[config.mk]
export PLATFORM = sky130hd
export DESIGN_NAME = pe_dot_accumulator
export DESIGN_NICKNAME = d
export VERILOG_FILES = /design/src/rtl/pe_dot_accumulator.sv
export SDC_FILE = /design/constraint.sdc
export NUM_CORES = 1
export LEC_CHECK = 0
export BUFFER_PORTS_ARGS = -buffer_cell sky130_fd_sc_hd__buf_2
export CORE_ASPECT_RATIO = 1.2
export CORE_MARGIN = 4
export CORE_UTILIZATION = 55
export CTS_CLUSTER_DIAMETER = 50
export DETAILED_ROUTE_END_ITERATION = 8
export PLACE_DENSITY = 0.75
export SLEW_MARGIN = 5
export SYNTH_ARGS = -nofsm -noshare
export SYNTH_HDL_FRONTEND = slang
export SYNTH_SLANG_ARGS = --single-unit
export TNS_END_PERCENT = 5
[constraint.sdc]
create_clock -name clock -period 3.5 [get_ports clock]
set_input_delay 0.35 -clock clock [delete_from_list [all_inputs] [get_ports clock]]
set_output_delay 0.35 -clock clock [all_outputs]
set_load 0.05 [all_outputs]
[src/rtl/pe_dot_accumulator.sv]
`default_nettype none
// ============================================================================
// Module   : pe_dot_accumulator
// Purpose  : Accumulates signed adder-tree dot results over first/last
//            delimited groups. The control sideband enters at tree input and
//            is delayed TREE_LATENCY cycles to line up with i_dot. Finished
//            sums are queued in a 2-entry buffer drained by valid/ready.
// Ports    : clock, reset           - clock, synchronous active-high reset
//            i_valid/i_first/i_last - control, sampled at tree input
//            i_dot                  - tree result, TREE_LATENCY cycles later
//            o_valid/o_data/i_ready - output handshake (buffer head)
//            o_full                 - buffer holds 2 entries
//            o_in_group             - aligned group currently open
//            o_overflow             - sticky, a finished sum was dropped
//            o_sat                  - sticky saturation flag (option only)
// Option   : PE_ACCUM_SAT_EN - saturating accumulate and the o_sat port.
// Revision : 1.0 - initial release
// ============================================================================
module pe_dot_accumulator #(
  parameter int DOT_OUTPUT_WIDTH = 24,
  parameter int ACCUM_WIDTH      = 32,
  parameter int TREE_LATENCY     = 4
) (
  input  logic                        clock,
  input  logic                        reset,
  input  logic                        i_valid,
  input  logic                        i_first,
  input  logic                        i_last,
  input  logic [DOT_OUTPUT_WIDTH-1:0] i_dot,
  output logic                        o_valid,
  output logic [ACCUM_WIDTH-1:0]      o_data,
  input  logic                        i_ready,
  output logic                        o_full,
  output logic                        o_in_group,
`ifdef PE_ACCUM_SAT_EN
  output logic                        o_sat,
`endif
  output logic                        o_overflow
);

  generate
    if (ACCUM_WIDTH < DOT_OUTPUT_WIDTH) begin : g_width_check
      $fatal(1, "ACCUM_WIDTH must be >= DOT_OUTPUT_WIDTH");
    end
    if (TREE_LATENCY < 1) begin : g_latency_check
      $fatal(1, "TREE_LATENCY must be >= 1");
    end
  endgenerate

  localparam logic [ACCUM_WIDTH-1:0] C_ACC_MAX = {1'b0, {(ACCUM_WIDTH-1){1'b1}}};
  localparam logic [ACCUM_WIDTH-1:0] C_ACC_MIN = {1'b1, {(ACCUM_WIDTH-1){1'b0}}};

  // Control delay line; first/last are masked by valid on entry so stray
  // markers never reach the accumulator.
  logic [TREE_LATENCY-1:0] r_v_dly, r_f_dly, r_l_dly;
  logic w_v_a, w_f_a, w_l_a;

  always_ff @(posedge clock) begin
    if (reset) begin
      r_v_dly <= '0;
      r_f_dly <= '0;
      r_l_dly <= '0;
    end else begin
      r_v_dly[0] <= i_valid;
      r_f_dly[0] <= i_valid & i_first;
      r_l_dly[0] <= i_valid & i_last;
      for (int i = 1; i < TREE_LATENCY; i++) begin
        r_v_dly[i] <= r_v_dly[i-1];
        r_f_dly[i] <= r_f_dly[i-1];
        r_l_dly[i] <= r_l_dly[i-1];
      end
    end
  end

  assign w_v_a = r_v_dly[TREE_LATENCY-1];
  assign w_f_a = r_f_dly[TREE_LATENCY-1];
  assign w_l_a = r_l_dly[TREE_LATENCY-1];

  // Accumulate path
  logic [ACCUM_WIDTH-1:0] r_acc;
  logic [ACCUM_WIDTH-1:0] w_dot_ext;
  logic [ACCUM_WIDTH-1:0] w_sum;
  logic [ACCUM_WIDTH-1:0] w_add;
  logic [ACCUM_WIDTH-1:0] w_acc_next;

  assign w_dot_ext = ACCUM_WIDTH'($signed(i_dot));
  assign w_sum     = r_acc + w_dot_ext;

`ifdef PE_ACCUM_SAT_EN
  // Overflow only when both operands share a sign and the result flips it.
  logic w_ovf;
  logic r_sat;
  assign w_ovf = (r_acc[ACCUM_WIDTH-1] == w_dot_ext[ACCUM_WIDTH-1]) &&
                 (w_sum[ACCUM_WIDTH-1] != r_acc[ACCUM_WIDTH-1]);
  assign w_add = w_ovf ? (r_acc[ACCUM_WIDTH-1] ? C_ACC_MIN : C_ACC_MAX) : w_sum;

  always_ff @(posedge clock) begin
    if (reset) begin
      r_sat <= 1'b0;
    end else if (w_v_a && !w_f_a && w_ovf) begin
      r_sat <= 1'b1;
    end
  end
  assign o_sat = r_sat;
`else
  assign w_add = w_sum;
`endif

  assign w_acc_next = w_f_a ? w_dot_ext : w_add;

  logic r_in_group;
  always_ff @(posedge clock) begin
    if (reset) begin
      r_acc      <= '0;
      r_in_group <= 1'b0;
    end else if (w_v_a) begin
      r_acc <= w_acc_next;
      if (w_l_a) begin
        r_in_group <= 1'b0;
      end else if (w_f_a) begin
        r_in_group <= 1'b1;
      end
    end
  end

  // Two-entry output buffer: r_head is what the consumer sees, r_tail is
  // only meaningful when r_count == 2.
  logic [ACCUM_WIDTH-1:0] r_head, r_tail;
  logic [1:0]             r_count;
  logic                   r_overflow;
  logic                   w_push, w_pop;

  assign w_push = w_v_a & w_l_a;
  assign w_pop  = (r_count != 2'd0) & i_ready;

  always_ff @(posedge clock) begin
    if (reset) begin
      r_head     <= '0;
      r_tail     <= '0;
      r_count    <= 2'd0;
      r_overflow <= 1'b0;
    end else begin
      case (r_count)
        2'd0: begin
          if (w_push) begin
            r_head  <= w_acc_next;
            r_count <= 2'd1;
          end
        end
        2'd1: begin
          if (w_push && w_pop) begin
            r_head <= w_acc_next;
          end else if (w_push) begin
            r_tail  <= w_acc_next;
            r_count <= 2'd2;
          end else if (w_pop) begin
            r_count <= 2'd0;
          end
        end
        default: begin
          if (w_push && w_pop) begin
            r_head <= r_tail;
            r_tail <= w_acc_next;
          end else if (w_pop) begin
            r_head  <= r_tail;
            r_count <= 2'd1;
          end else if (w_push) begin
            r_overflow <= 1'b1;
          end
        end
      endcase
    end
  end

  assign o_valid    = (r_count != 2'd0);
  assign o_data     = r_head;
  assign o_full     = (r_count == 2'd2);
  assign o_in_group = r_in_group;
  assign o_overflow = r_overflow;

endmodule
`default_nettype wire

# --- Word-level counts from Yosys, hierarchy flattened ---
# Cells that the tools add are included.
classes:
  eq_ne: 8
  muxes: 17
  bitwise_logic: 8
  n_addsub: 1
  reduce_logical: 13
ops:
  columns: ["cell", "n"]
  rows:
  - ["32-bit two-way mux", 6]
  - ["32-bit one-hot mux with 2 select lines", 2]
  - ["32-bit adder", 1]
  - ["2-bit two-way mux", 6]
  - ["2-bit != test (second input constant)", 4]
  - ["4-bit AND reduction", 2]
  - ["2-bit nonzero test", 3]
  - ["3-bit nonzero test", 2]
  - ["5-bit AND reduction", 1]
  - ["1-bit AND", 4]
  - ["1-bit NOT", 4]
  - ["2-bit one-hot mux with 2 select lines", 1]
  - ["3-bit != test (second input constant)", 1]
  - ["3-bit AND reduction", 1]
  - ["2-bit by 1-bit == test with 1-bit output (second input constant)", 1]
  - ["2-bit == test (second input constant)", 1]
  - ["2-bit logical NOT", 1]
  - ["1-bit two-way mux", 2]
  - ["2-bit by 1-bit != test with 1-bit output (second input constant)", 1]
  - ["2-bit AND reduction", 1]
  - ["2-bit OR reduction", 1]
  - ["1-bit logical AND", 1]
totals:
  output_inout_bits: 36
  inputBits: 30
  elab_cells: 56
  ff_bits: 112

# --- Longest topological paths before layout ---
# Gate-level depths: netlist (run 1).
depth:
  depth_word: 6
  ltp_mapped: 11
  ltp_nobuf: 11

# --- Worst setup path after synthesis (run 1) ---
# Ideal clock, no wire load.
synth_timing:
  kind: "input to register"
  startpoint: "input i_dot[0]"
  endpoint: "register r_head[18], in the netlist o_data[18]"
  t_required_ns: 3.383
  slack_ns: 0.841
  path_stages: 11
  path_buffers: 0
  setup_time_ns: 0.117
  arrival_time_ns: 2.541
  path_cell_list: "ha_1 fa_1 a21oi_1 o21ai_1 a21oi_1 o2bb2ai_1 a21bo_1 a21oi_1 xnor2_1 a211o_1 a32o_1"
synth_between:
  elab_chain_cells: 4
  word_cells_on_any_way: 5
  cone_classes: "add/sub: 1; mux: 4"
synth_rtl:
  columns: ["element", "line", "rtl"]
  rows:
  - ["start: declaration", "29", "input logic [DOT_OUTPUT_WIDTH-1:0] i_dot,"]
  - ["32-bit adder (*)", "87", "assign w_sum = r_acc + w_dot_ext;"]
  - ["32-bit two-way mux (*)", "109", "assign w_acc_next = w_f_a ? w_dot_ext : w_add;"]
  - ["32-bit two-way mux (on tied branches)", "151, 145", null]
  - ["32-bit one-hot mux with 2 select lines (*)", "143", "case (r_count)"]
  - ["end signal: assignment", "146", "r_head <= w_acc_next;"]
  - ["end signal: assignment", "152", "r_head <= w_acc_next;"]
  - ["end signal: assignment", "162", "r_head <= r_tail;"]
  - ["end: declaration", "128", "logic [ACCUM_WIDTH-1:0] r_head, r_tail;"]
# Mark *: on every way between the ends. The rest lies on a longest branch, timed or not. The select of a mux whose other input is x is not followed.
# A chain may end at the register's enable or synchronous reset.

# --- Worst setup path after layout (run 1) ---
layout_timing:
  startpoint: "register r_acc[0]"
  endpoint: "register r_head[26], in the netlist o_data[26]"
layout_between:
  elab_chain_cells: 4
  word_cells_on_any_way: 5
  cone_classes: "add/sub: 1; mux: 4"
layout_rtl:
  columns: ["element", "line", "rtl"]
  rows:
  - ["start: declaration", "80", "logic [ACCUM_WIDTH-1:0] r_acc;"]
  - ["start signal: assignment", "117", "r_acc <= w_acc_next;"]
  - ["32-bit adder (*)", "87", null]
  - ["32-bit two-way mux (*)", "109", null]
  - ["32-bit two-way mux (on tied branches)", "151, 145", null]
  - ["32-bit one-hot mux with 2 select lines (*)", "143", null]
# Marks and branches as above.

==> flow_metrics.env, run 1 <==
export IMPL_outcome="complete, no violations"
export IMPL_avgViaCountPerCell=6.20
export IMPL_coreArea_um2=11000
export IMPL_p_clk_share_pct=39.1
export IMPL_worstPathArrival_ns=3.22
export IMPL_first_iter_violations=449
export IMPL_skew_ns=0.00721
export IMPL_cts_sinks=112
export IMPL_drive_above_1_share_pct=13.8
export IMPL_track_usage_pct=25.2
export IMPL_setup_viol_count_final=0
export IMPL_crit_reg2reg_launch="r_acc[0]$_SDFFE_PP0P_"
export IMPL_htreeDepth=3
export IMPL_async_flop_share_pct=0
export IMPL_diodes=0
export IMPL_powerDensity_nw_per_um2=382
export IMPL_insertion_delay_ns=0.35
export IMPL_p_int_mw=1.91
export IMPL_crit_fanout=5
export IMPL_cts_buffers=9
export IMPL_cp_startpoint="r_acc[0]$_SDFFE_PP0P_"
export IMPL_hold_slack_ns=0.200
export IMPL_cts_path_max_buffers=2
export IMPL_tns_ns=0
export IMPL_post_route_period_util_pct=86.8
export IMPL_syn_nets=830
export IMPL_seq_area_frac_synth_pct=36.1
export IMPL_antenna_found_initial=0
export IMPL_post_cts_buffers=0
export IMPL_seqPwrFrac_pct=49.1
export IMPL_yosys_warnings=0
export IMPL_yosysTopAreaCell="dfxtp_1"
export IMPL_nNetsFinal=861
export IMPL_rows=42
export IMPL_cp_end_kind="flop"
export IMPL_slowest_stage="fa_1"
export IMPL_leakage_nw=2.77
export IMPL_period_minus_slack_ns=3.04
export IMPL_grt_pass1_wl_um=27200
export IMPL_rsz0062_at_grt="false"
export IMPL_path_class="flop to flop"
export IMPL_avgSynthCellArea_um2=8.08
export IMPL_synth_edff_count=0
export IMPL_ctsRootBufferMaster="clkbuf_16"
export IMPL_min_from="i_last"
export IMPL_wl_per_cell_um=17.9
export IMPL_grt_pass1_vias=5412
export IMPL_critPathCapture="o_data[26]$_SDFFE_PP0P_"
export IMPL_yosysTopAreaCellShare_pct=36.1
export IMPL_p_switching_uw=713
export IMPL_globalplace_congestion=1.01
export IMPL_grt_max_degree=63
export IMPL_r2r_cells=11
export IMPL_die_w_um=105
export IMPL_netlist_instances=768
export IMPL_grt_overflow=0
export IMPL_max_freq_mhz=329
export IMPL_cts_tree="built"
export IMPL_post_synth_top_count_cell="dfxtp_1"
export IMPL_drc=0
export IMPL_crit_required_ns=3.68
export IMPL_ys_ff_latch=112
export IMPL_cpMostUsedCell="a21oi_1"
export IMPL_first_pass_iters=5
export IMPL_worst_path_largest_cell_delay_ns=0.43
export IMPL_finalHoldViolations=0
export IMPL_cts_resized=0
export IMPL_irDropWorstVdd_mv=0.289
export IMPL_crit_chain="ha_1 > fa_1 > a21oi_1 > o21ai_1 > a21oi_1 > nand2b_1 > o32ai_2 > o2111ai_1 > a211oi_1 > a31oi_1 > a311oi_1"
export IMPL_dp_hpwl_um=11900
export IMPL_yosysUniqueCellTypes=71
export IMPL_ys_top_cells_by_area="dfxtp_1 (36%), ha_1 (6.2%), a21oi_1 (5.7%)"
export IMPL_timing_slew_headroom_pct=39.4
export IMPL_worst_hold_path_type="input port to flop"
export IMPL_syn_to_final_growth_pct=10.7
export IMPL_cap_violations=0
export IMPL_vias=5803
export IMPL_die_h_um=124
export IMPL_die_area_um2=13100
export IMPL_slew_violations=0
export IMPL_clk_pin_slew_ns=0.08
export IMPL_synth_area_um2=6210
export IMPL_sw_frac_of_total_pct=27.2
export IMPL_pwr_share_comb_pct=11.8
export IMPL_cp_start_kind="flop"
export IMPL_r2r_end="o_data[26]$_SDFFE_PP0P_"
export IMPL_cts_hold_buf=0
export IMPL_port_buffers=65
export IMPL_ant_nets=0
export IMPL_start_util_pct=56.3
export IMPL_synth_main_ff_cell="dfxtp_1"
export IMPL_io_pins=66
export IMPL_synthTopCellsByCount="dfxtp_1 (112), nor2_1 (94), nand2_1 (83)"
export IMPL_regToRegSetupSlack_ns=0.46
export IMPL_tightest_slew_ns=0.909
export IMPL_wirelength_um=16800
[worst min path at each step]
stage / cells after the start / to
2_1_floorplan: 1 / r_f_dly[1]$_SDFF_PP0_
3_3_place_gp: 1 / r_l_dly[3]$_SDFF_PP0_
3_5_place_dp: 1 / r_f_dly[1]$_SDFF_PP0_
4_1_cts: 2 / r_l_dly[0]$_SDFF_PP0_
5_1_grt: 2 / r_l_dly[0]$_SDFF_PP0_
6_report: 2 / r_l_dly[0]$_SDFF_PP0_
[logic make-up (layout without fill, tap and decap cells)]
logic type,count (synthesis),in the layout,share of synthesized area (%)
AOI/OAI and AO/OA,269,269,29.0
DFF,112,112,36.1
xor gates and xnor gates,22,22,3.10
and+or+nand+nor,253,253,18.7
adders and majority gates,32,32,6.57
buffers and inverters,64,100,3.97
muxes,16,16,2.58
[flip-flops by register name, summed over array words and instances, names as in the netlist]
register and flops:
o_data 32, o_in_group 1, o_overflow 1, r_acc 32, r_count 2, r_f_dly 4
r_l_dly 4, r_tail 32, r_v_dly 4
[layout by cell type, fill, tap and decap left out, drive strengths merged, types with 5 or more instances in the layout]
master / n
nor3: 10
o21a: 10
clkbuf: 10
nor2: 95
dfxtp: 112
or3: 6
nand2b: 7
ha: 31
a21oi: 72
buf: 74
xnor2: 13
and3: 5
xor2: 9
mux2i: 16
nor2b: 16
inv: 12
o211ai: 6
nand4: 5
o21ai: 55
a211oi: 48
and2: 7
a21o: 16
nand2: 85
a311oi: 7
nand3: 11
a211o: 7
a31oi: 14
[routing by layer]
| metal | track usage [%] | wire length [um] |
|---|---|---|
| met5 | 0 | 0 |
| met4 | 10.3 | 493 |
| met3 | 3.21 | 1130 |
| met2 | 37.7 | 7250 |
| met1 | 36.7 | 7920 |
[area by class of cell]
class,count,area (um^2)
Fill cell,969,4170
Multi-Input combinational cell,592,3730
Sequential cell,112,2240
Timing Repair Buffer,74,393
Clock buffer,10,239
Tap cell,132,165
Clock inverter,6,58.8
Inverter,10,37.5
[through the flow]
step / total power, mW / cell area [um^2] / setup WS, ns / utilization (%) / std cells
2_1_floorplan: 1.54 / 6210 / 0.841 / - / 768
6_report: 2.63 / 6870 / 0.461 / 62.3 / 936
3_5_place_dp: 1.62 / 6570 / 0.391 / 59.6 / 920
5_1_grt: 2.74 / 6870 / 0.353 / 62.3 / 936
4_1_cts: 2.64 / 6870 / 0.542 / 62.3 / 936
3_3_place_gp: 1.62 / 6570 / 0.493 / 59.6 / 920
[power groups by stage]
stage	clock network [mW]	registers (mW)	logic (mW)
after floorplan	0	1.32	0.217
after global placement	0	1.32	0.295
after detailed placement	0	1.32	0.301
after CTS	1.05	1.29	0.302
after global routing	1.10	1.29	0.340
final	1.03	1.29	0.309
[critical path, delay by kind of cell (launching register included)]
family | cells | cell delay, ns
simple gates | 1 | 0.20
compound gates | 8 | 1.72
fa+ha+maj | 2 | 0.65
flops | 1 | 0.32
No activity file was read; power rests on OpenSTA's default activity.
==> inputs of run 2 (changes only) <==
--- a/config.mk
+++ b/config.mk
@@ -5,13 +5,16 @@
 export SDC_FILE = /design/constraint.sdc
 export NUM_CORES = 1
 export LEC_CHECK = 0
+export ABC_CLOCK_PERIOD_IN_PS = 3500
 export BUFFER_PORTS_ARGS = -buffer_cell sky130_fd_sc_hd__buf_2
+export CELL_PAD_IN_SITES_DETAIL_PLACEMENT = 0
+export CELL_PAD_IN_SITES_GLOBAL_PLACEMENT = 1
 export CORE_ASPECT_RATIO = 1.2
 export CORE_MARGIN = 4
-export CORE_UTILIZATION = 55
+export CORE_UTILIZATION = 44
 export CTS_CLUSTER_DIAMETER = 50
 export DETAILED_ROUTE_END_ITERATION = 8
-export PLACE_DENSITY = 0.75
+export PLACE_DENSITY = 0.8
 export SLEW_MARGIN = 5
 export SYNTH_ARGS = -nofsm -noshare
 export SYNTH_HDL_FRONTEND = slang
==> run 2 against run 1 <==
  * Die area is 23% higher
  * Sequential share of layout area is 0.15 points lower
  * Global-route usage is 3.2 points lower
  * Total power is 0.91% lower
  * Routed wire length is 3.8% higher
  * First-iteration DRC count is 5.6% lower
  * Core utilization is 12 points lower
  * Sequential power hardly changed
  * Critical path depth is 1 lower
  * Critical path type unchanged
  * Largest cell class unchanged
==> flow_metrics.env, run 2 (synthesized netlist as in run 1, its figures left out) <==
export IMPL_outcome="complete, no violations"
export IMPL_final_common_cell="dfxtp_1"
export IMPL_diodes=0
export IMPL_min_from="i_first"
export IMPL_crit_chain="ha_1 > nand2_1 > o31ai_2 > a31oi_1 > a31oi_1 > nor2_1 > o21ba_2 > a21oi_1 > mux2i_1 > a311oi_1"
export IMPL_fin_ws_ns=0.417
export IMPL_grt_pass1_vias=5372
export IMPL_slew_violations=0
export IMPL_drive_above_1_share_pct=13.7
export IMPL_cp_startpoint="r_acc[4]$_SDFFE_PP0P_"
export IMPL_setup_viol_count_final=0
export IMPL_finalHoldViolations=0
export IMPL_nFillCells=1318
export IMPL_vias=5753
export IMPL_port_buffers=65
export IMPL_worst_path_largest_cell_delay_ns=0.43
export IMPL_rsz0062_at_grt="false"
export IMPL_skew_ns=0.00693
export IMPL_slowest_stage="mux2i_1"
export IMPL_max_freq_mhz=324
export IMPL_syn_to_final_growth_pct=11.2
export IMPL_antenna_found_initial=0
export IMPL_hold_slack_ns=0.191
export IMPL_first_iter_violations=424
export IMPL_die_w_um=116
export IMPL_fin_cells=975
export IMPL_post_cts_buffers=0
export IMPL_cpMostUsedCell="a31oi_1"
export IMPL_crit_fanout=4
export IMPL_htreeDepth=3
export IMPL_cts_buffers=9
export IMPL_cp_start_kind="flop"
export IMPL_crit_reg2reg_launch="r_acc[4]$_SDFFE_PP0P_"
export IMPL_grt_overflow=0
export IMPL_leakage_nw=2.76
export IMPL_min_to="r_f_dly[0]$_SDFF_PP0_"
export IMPL_io_pins=66
export IMPL_cp_end_kind="flop"
export IMPL_die_h_um=138
export IMPL_irDropWorstVdd_mv=0.252
export IMPL_coreArea_um2=13800
export IMPL_dp_hpwl_um=12400
export IMPL_insertion_delay_ns=0.35
export IMPL_powerDensity_nw_per_um2=377
export IMPL_avgViaCountPerCell=5.90
export IMPL_ant_nets=0
export IMPL_worst_hold_path_type="input port to flop"
export IMPL_period_minus_slack_ns=3.08
export IMPL_cap_violations=0
export IMPL_path_class="flop to flop"
export IMPL_clk_pin_slew_ns=0.08
export IMPL_cts_sinks=112
export IMPL_globalplace_congestion=0.956
export IMPL_dp_cells=959
export IMPL_dp_slack_ns=0.273
export IMPL_regToRegSetupSlack_ns=0.42
export IMPL_ctsRootBufferMaster="clkbuf_16"
export IMPL_r2r_cells=10
export IMPL_first_pass_iters=4
export IMPL_cts_path_max_buffers=2
export IMPL_wl_per_cell_um=17.9
export IMPL_mostFrequentLayoutCells="dfxtp_1 (111), nor2_1 (93), nand2_1 (83)"
export IMPL_post_route_period_util_pct=88.1
export IMPL_grt_pass1_wl_um=28200
export IMPL_tightest_slew_ns=0.861
export IMPL_timing_slew_headroom_pct=42.6
export IMPL_cts_tree="built"
export IMPL_cts_resized=0
export IMPL_rows=47
export IMPL_tns_ns=0
export IMPL_nNetsFinal=861
export IMPL_cts_hold_buf=0
export IMPL_track_usage_pct=22.0
export IMPL_wirelength_um=17400
export IMPL_crit_required_ns=3.69
export IMPL_die_area_um2=16100
export IMPL_r2r_end="r_acc[29]$_SDFFE_PP0P_"
export IMPL_grt_max_degree=64
export IMPL_start_util_pct=44.9
export IMPL_holdPathStages=2
export IMPL_drc=0
export IMPL_worstPathArrival_ns=3.27
[run 2: cell count changes in the layout (fill, tap and decap cells not counted)]
cell / change
clkbuf_1: +1
clkbuf_8: -1
clkinv_2: +1
inv_8: -1
[run 2: worst max path at each step]
stage                                         end  cells after the start
after floorplan           o_data[18]$_SDFFE_PP0P_                     11
after global placement     r_acc[29]$_SDFFE_PP0P_                     11
after detailed placement   r_acc[29]$_SDFFE_PP0P_                     11
after CTS                  r_acc[29]$_SDFFE_PP0P_                     10
after global routing       r_acc[29]$_SDFFE_PP0P_                     10
final                      r_acc[29]$_SDFFE_PP0P_                     10
[run 2: per-layer routing]
metal,share of wire (%),global-route usage [%]
met2,44,32.3
met3,6.8,3.50
met5,0,0
met4,1.6,6.41
met1,48,33.1
[run 2: worst max-delay path, delay by kind of cell (launching register included)]
kind / cells / cell delay [ns]
DFF: 1 / 0.32
muxes: 1 / 0.43
AOI/OAI and AO/OA: 6 / 1.60
adders and majority gates: 1 / 0.32
and+or+nand+nor: 2 / 0.25
[run 2: report_power, final]
part | switching [mW] | internal [mW] | total [mW]
registers | 0.00583 | 1.28 | 1.29
logic | 0.204 | 0.108 | 0.312
clock network | 0.505 | 0.496 | 1.00
[run 2: cell type report]
class                   count  area (um^2)  area share (%)
clock inverters             6         52.6           0.761
repair buffers             74          393            5.69
flip-flops and latches    112         2240            32.5
clock buffers              10          229            3.32
well taps                 171          214            3.10
multi-input cells         592         3730            54.1
inverters                  10         37.5           0.544
[run 2: through the flow]
step / instance area [um^2] / power, mW / util [%]
floorplan: 6210 / 1.54 / -
global placement: 6620 / 1.62 / 47.9
detailed placement: 6620 / 1.63 / 47.9
CTS: 6900 / 2.62 / 50.0
global route: 6900 / 2.71 / 50.0
finish: 6900 / 2.60 / 50.0
